`src/rtl/spi_master.sv`:
```
// spi_master: single-clock SPI master. Serialises host command frames onto SS_n/MOSI and
//   captures a FRAME_WIDTH-bit reply from MISO for read-data commands (ctrl == 2'b11).
// Latency: SS_n falls 1 cycle after accept. Writes/read-address: 12 cycles low (FRAME_WIDTH=8),
//   then DONE. Reads: 12+RD_WAIT+FRAME_WIDTH cycles low, then DONE with a one-cycle rsp_valid.
// Backpressure: cmd_ready is high only in IDLE and outside reset. The host holds cmd_valid
//   until accepted. No response backpressure: rsp_valid is a single-cycle strobe.
//
// Ports:
//   clk, rst        rising-edge clock, synchronous active-high reset
//   cmd_valid/ready host command handshake; cmd_data = {ctrl[1:0], payload[FRAME_WIDTH-1:0]}
//   rsp_valid/data  read-data response strobe and captured byte (held until next read/reset)
//   busy            high whenever the engine is not in IDLE
//   SS_n, MOSI      registered serial outputs to the slave
//   MISO            serial input from the slave, sampled during READ
//   abort           (only with SPI_MASTER_ABORT_EN) cuts an active transfer short via DONE
//
// Optional feature macro: SPI_MASTER_ABORT_EN adds the abort input.
module spi_master #(
  parameter int FRAME_WIDTH = 8,
  parameter int RD_WAIT     = 2
) (
  input  logic                   clk,
  input  logic                   rst,
  input  logic                   cmd_valid,
  input  logic [FRAME_WIDTH+1:0] cmd_data,
  output logic                   cmd_ready,
  output logic                   rsp_valid,
  output logic [FRAME_WIDTH-1:0] rsp_data,
  output logic                   busy,
  output logic                   SS_n,
  output logic                   MOSI,
  input  logic                   MISO
`ifdef SPI_MASTER_ABORT_EN
  ,
  input  logic                   abort
`endif
);

  localparam int CMD_W = FRAME_WIDTH + 2;
  localparam int CNT_W = $clog2(CMD_W);

  // Last value of the bit counter in SHIFT (frame bit 0) and in READ (last MISO sample).
  localparam logic [CNT_W-1:0] LAST_SHIFT = CNT_W'(CMD_W - 1);
  localparam logic [CNT_W-1:0] LAST_READ  = CNT_W'(FRAME_WIDTH - 1);
  // WAIT is never entered when RD_WAIT is 0, so the terminal count only matters for RD_WAIT>0.
  localparam logic [7:0]       WAIT_LAST  = 8'((RD_WAIT > 0) ? (RD_WAIT - 1) : 0);

  typedef enum logic [2:0] {
    S_IDLE,
    S_SELECT,
    S_CMD,
    S_SHIFT,
    S_WAIT,
    S_READ,
    S_DONE
  } state_e;

  state_e                 state_q;
  logic                   ss_n_q;
  logic                   mosi_q;
  logic                   rsp_valid_q;
  logic [FRAME_WIDTH-1:0] rsp_data_q;
  logic [CMD_W-1:0]       shreg_q;
  logic [FRAME_WIDTH-1:0] rx_q;
  logic [CNT_W-1:0]       bit_cnt_q;
  logic [7:0]             wait_cnt_q;
  logic                   rd_cmd_q;

  // Next value of the receive shifter: MISO enters at the LSB so the first sample ends up as MSB.
  logic [FRAME_WIDTH-1:0] rx_d;
  // Transmit shifter advanced by one bit; MSB always holds the next bit to drive.
  logic [CMD_W-1:0]       shreg_d;

  assign rx_d    = {rx_q[FRAME_WIDTH-2:0], MISO};
  assign shreg_d = {shreg_q[CMD_W-2:0], 1'b0};

  always_ff @(posedge clk) begin
    if (rst) begin
      state_q     <= S_IDLE;
      ss_n_q      <= 1'b1;
      mosi_q      <= 1'b0;
      rsp_valid_q <= 1'b0;
      rsp_data_q  <= '0;
      shreg_q     <= '0;
      rx_q        <= '0;
      bit_cnt_q   <= '0;
      wait_cnt_q  <= '0;
      rd_cmd_q    <= 1'b0;
    end else begin
      rsp_valid_q <= 1'b0;
      case (state_q)
        S_IDLE: begin
          ss_n_q <= 1'b1;
          mosi_q <= 1'b0;
          if (cmd_valid) begin
            // Frame is captured here; later cmd_data changes cannot reach the wire.
            shreg_q  <= cmd_data;
            rd_cmd_q <= (cmd_data[CMD_W-1 -: 2] == 2'b11);
            ss_n_q   <= 1'b0;
            state_q  <= S_SELECT;
          end
        end

        // One quiet cycle with SS_n low so the slave can leave its idle state.
        S_SELECT: begin
          mosi_q  <= shreg_q[CMD_W-1];
          state_q <= S_CMD;
        end

        // CMD shows the read/write decision bit early; SHIFT then repeats it as the frame MSB,
        // so the shifter is not advanced on the way into CMD.
        S_CMD: begin
          mosi_q    <= shreg_q[CMD_W-1];
          shreg_q   <= shreg_d;
          bit_cnt_q <= '0;
          state_q   <= S_SHIFT;
        end

        S_SHIFT: begin
          if (bit_cnt_q == LAST_SHIFT) begin
            mosi_q     <= 1'b0;
            bit_cnt_q  <= '0;
            wait_cnt_q <= '0;
            if (!rd_cmd_q) begin
              ss_n_q  <= 1'b1;
              state_q <= S_DONE;
            end else if (RD_WAIT == 0) begin
              state_q <= S_READ;
            end else begin
              state_q <= S_WAIT;
            end
          end else begin
            mosi_q    <= shreg_q[CMD_W-1];
            shreg_q   <= shreg_d;
            bit_cnt_q <= bit_cnt_q + 1'b1;
          end
        end

        // Turnaround for the slave to fetch read data; SS_n stays low, MOSI idles at 0.
        S_WAIT: begin
          if (wait_cnt_q == WAIT_LAST) begin
            state_q <= S_READ;
          end else begin
            wait_cnt_q <= wait_cnt_q + 1'b1;
          end
        end

        S_READ: begin
          rx_q <= rx_d;
          if (bit_cnt_q == LAST_READ) begin
            ss_n_q      <= 1'b1;
            rsp_valid_q <= 1'b1;
            rsp_data_q  <= rx_d;
            bit_cnt_q   <= '0;
            state_q     <= S_DONE;
          end else begin
            bit_cnt_q <= bit_cnt_q + 1'b1;
          end
        end

        // Guarantees a second SS_n-high cycle before the next frame can start.
        S_DONE: begin
          ss_n_q    <= 1'b1;
          mosi_q    <= 1'b0;
          bit_cnt_q <= '0;
          state_q   <= S_IDLE;
        end

        default: begin
          ss_n_q  <= 1'b1;
          mosi_q  <= 1'b0;
          state_q <= S_IDLE;
        end
      endcase

`ifdef SPI_MASTER_ABORT_EN
      // Abort overrides whatever the active state scheduled, including a READ completion:
      // no response strobe and the previous response byte is retained.
      if (abort && (state_q != S_IDLE) && (state_q != S_DONE)) begin
        state_q     <= S_DONE;
        ss_n_q      <= 1'b1;
        mosi_q      <= 1'b0;
        rsp_valid_q <= 1'b0;
        rsp_data_q  <= rsp_data_q;
        bit_cnt_q   <= '0;
      end
`endif
    end
  end

  // Ready is combinational so it drops in the same cycle reset is asserted.
  assign cmd_ready = (state_q == S_IDLE) && !rst;
  assign busy      = (state_q != S_IDLE);
  assign SS_n      = ss_n_q;
  assign MOSI      = mosi_q;
  assign rsp_valid = rsp_valid_q;
  assign rsp_data  = rsp_data_q;

endmodule

```
`config.mk`:
```
export PLATFORM = sky130hd
export DESIGN_NAME = spi_master
export DESIGN_NICKNAME = d
export VERILOG_FILES = /design/src/rtl/spi_master.sv
export SDC_FILE = /design/constraint.sdc
export NUM_CORES = 1
export LEC_CHECK = 0
export CAP_MARGIN = 20
export CORE_MARGIN = 2
export CORE_UTILIZATION = 53
export CTS_BUF_LIST = sky130_fd_sc_hd__clkbuf_4 sky130_fd_sc_hd__clkbuf_8 sky130_fd_sc_hd__clkbuf_16
export CTS_CLUSTER_SIZE = 14
export DETAILED_ROUTE_END_ITERATION = 16
export PLACE_DENSITY = 0.74
export SKIP_LAST_GASP = 1
export SYNTH_ARGS = -nofsm -noshare
export SYNTH_HDL_FRONTEND = slang
export SYNTH_SLANG_ARGS = --single-unit
export TNS_END_PERCENT = 10
```
`constraint.sdc`:
```
create_clock -name clk -period 2.1 [get_ports clk]
set_input_delay 0.21 -clock clk [delete_from_list [all_inputs] [get_ports clk]]
set_output_delay 0.21 -clock clk [all_outputs]
set_load 0.005 [all_outputs]
```
==> results by group <==
Finish
  • Most frequent cells in the layout: 44 x dfxtp_1, 26 x clkdlybuf4s50_1, 24 x nor2_1, 24 x nand2_1, 21 x a21oi_1
  • Storage element area: 880.8 um^2
  • Fillcell total: 314
  • Diode count: 0
  • Nets: 269
  • Commonest non-fill, non-tap cell in the layout: dfxtp_1
  • Multi-input gate area: 1069 um^2
  • Layout cells sized above 1: 9.524%
  • Area growth, synth to finish: 23.07%

Detailed routing
  • Vias: 1668
  • TritonRoute pass-1 iters: 4
  • Post-route DRC violation count: 0
  • Via density: about 5.6
  • Antenna violation net count after detailed routing: 0
  • M1 wire length: 2008 um
  • Top Metal Used: met4
  • Overall routed net length: a little over 4000 um
  • Post-DR wirelength/cell: 13.63 um
  • Initial DRC count: 99
  • Met3 Routed Length: ~180 um
  • Routed met2 length: 1823 um

STA
  • Max_slew headroom: roughly two thirds
  • Final WS setup: about 170 ps
  • Final Hold Fails: 0
  • Final count of pins violating max slew: 0
  • RSZ-0062 raised after global routing: no
  • Final period utilization: 91.79%
  • Endpoints failing setup: 0
  • Setup Skew: ~5.5 ps
  • Post-layout min period: roughly 1900 ps
  • Worst-margin pin slew: 475.7 ps
  • Total negative slack: 0 ps
  • F_max: slightly above 0.5 GHz

Synthesis
  • Number of flops mapped to enable cells by yosys: 0
  • Post-synth top area share: between 40% and 50%
  • Syn nets: 242
  • Synth Register Bits: 44
  • Netlist cell types: 45
  • Dominant cell type by area after synthesis: dfxtp_1
  • Gate Count Post-Synth: 224
  • Fraction of registers with async set/reset: 0%
  • Synth Cell Area: 2028 um^2
  • Post-synthesis average cell area: 9.054 um^2
  • Warning count from the yosys run: 0
  • Sequential area share after synthesis: 43.43%
  • Commonest register cell after synthesis: dfxtp_1
  • Largest cells by area after synthesis: dfxtp_1 43%, mux2i_1 8.4%, a21oi_1 5.2%

Worst setup path
  • Max FO, Critical Path: 8
  • CP max stage delay: 520 ps
  • CP arrival: 1720 ps
  • Crit-path slowest cell: clkdlybuf4s50_1
  • CP startpoint kind: flop
  • Crit. End Element: output pin
  • Critical-path cell list: nor3_2 > inv_1 > nor2_1 > clkdlybuf4s50_1
  • Critical Path RT: 1890 ps
  • Critical path class: flop to output pin
  • Worst reg2reg path depth: 6

Die
  • # rows: 22
  • Initial Utilization: 55.40%
  • Die height: around 66 um
  • Die Wd: ~66 um
  • DIE AREA: around 4300 um^2
  • Core Area: ~3700 um^2
  • # IOs: 27

CTS
  • CTS tree: done
  • Skew-Pair Late Insertion Delay: approximately 300 ps
  • CTS Sinks: 44
  • Max Root-Sink Buffers: 2
  • CTS buffer count: 5
  • H-tree Lvls: 2
  • # hold bufs at CTS: 0
  • Clk pin slew, worst setup/hold paths: 80 ps
  • Root buf cell: clkbuf_8

Global routing
  • First-pass GRT wire length: 6996 um
  • GR Overflow Total: 0
  • Initial antenna violation count: 0
  • GRT Total Usage: 20.79%
  • Largest net degree at the start of global routing: 21
  • Vias in the first global route: 1565

Placement
  • PortBufs: 26
  • Post-DP HPWL: 2742 um
  • RePlAce Congestion: 0.8459
  • Pre-CTS setup slack: 378.3 ps

Run
  • Max-capacitance violation count: 0

Run status
  • Outcome: finished clean

Power
  • VDD IR-drop max: a little under 600 uV
  • Leak: 0.8944 nW
  • Pwr dens: 820.4 nW/um^2

Worst hold path
  • Worst Hold Class: flop to flop
  • Hold-critical path depth: 2
==> state kept, by name (all words and copies together) (netlist names) <==
name,count
SS_n,1
rx_q,7
wait_cnt_q,8
shreg_q,10
bit_cnt_q,4
rsp_data,8
state_q,3
MOSI,1
rsp_valid,1
rd_cmd_q,1
==> critical path, delay by kind of cell (launching register included) <==
family | cells | cell delay (ps)
DFF | 1 | 410
buffers and inverters | 2 | 650
and+or+nand+nor | 2 | 360
==> power breakdown <==
| group | leakage [nW] | switching, mW | internal (mW) |
|---|---|---|---|
| clock | 0.0784 | 0.283 | 0.595 |
| combinational | 0.458 | 0.135 | 0.128 |
| sequential | 0.358 | 0.0312 | 0.877 |
==> metrics by stage <==
step | power (mW) | instances | utilization, % | cell area, um^2 | hold slack, ps
after floorplan | 1.098 | 224 | - | 2028 | 346.0
after global placement | 1.178 | 292 | 63.70 | 2332 | 448.5
after detailed placement | 1.183 | 292 | 63.70 | 2332 | 449.8
after CTS | 2.059 | 300 | 68.05 | 2491 | 461.8
after global routing | 2.127 | 300 | 68.18 | 2496 | 485.1
final | 2.048 | 300 | 68.18 | 2496 | 461.2
==> cells in the mapped netlist, drive strengths merged (2+ instances only) <==
master	instances
xor2	7
a21oi	21
a211oi	3
a311oi	9
nor2	25
nor3	4
inv	6
ha	4
dfxtp	44
clkbuf	4
and3b	2
o21bai	2
and3	2
nand3	3
and2	2
mux2i	17
o21ai	9
nand2	24
o21a	2
buf	8
o2111ai	2
nor3b	2
xnor2	3
nand3b	3
nand4	3
==> layout make-up <==
cell class	instances	area share, %
Clock buffer	5	2.757
Multi-Input combinational cell	162	42.81
Sequential cell	44	35.29
Clock inverter	3	3.609
Inverter	6	0.9023
Tap cell	48	2.406
Timing Repair Buffer	32	12.23
==> per-layer routing <==
| layer | vias up | GRT usage [%] |
|---|---|---|
| met3 | 9 | 4.600 |
| met5 | - | 0 |
| met4 | 0 | 9.375 |
| li1 | 848 | - |
| met2 | 33 | 32.95 |
| met1 | 778 | 26.95 |
==> repair_timing <==
item | in CTS | in global routing
endpoints found under the hold margin | 0 | 0
resized for setup | 0 | 1
setup buffers | 0 | 0
setup endpoints to repair | 0 | 1
==> final timing paths <==
check / from / end / slack, ps
setup / recovery: state_q[1] / cmd_ready / 170
hold / removal: rx_q[6] / rx_q[6] / 460
setup reg to reg: bit_cnt_q[1] / shreg_q[5] / 330
hold reg to reg: rx_q[6] / rx_q[6] / 460
==> cell families after synthesis <==
family | after synthesis | share of synthesized area [%]
buffers and inverters | 18 | 4.133
AND/OR/NAND/NOR | 78 | 19.74
multiplexers | 17 | 8.390
AO/OA/AOI/OAI | 53 | 17.52
flip-flops | 44 | 43.43
XOR/XNOR | 10 | 4.319
adder cells (fa/ha/maj) | 4 | 2.468
Power figures use the tool's default switching activity.
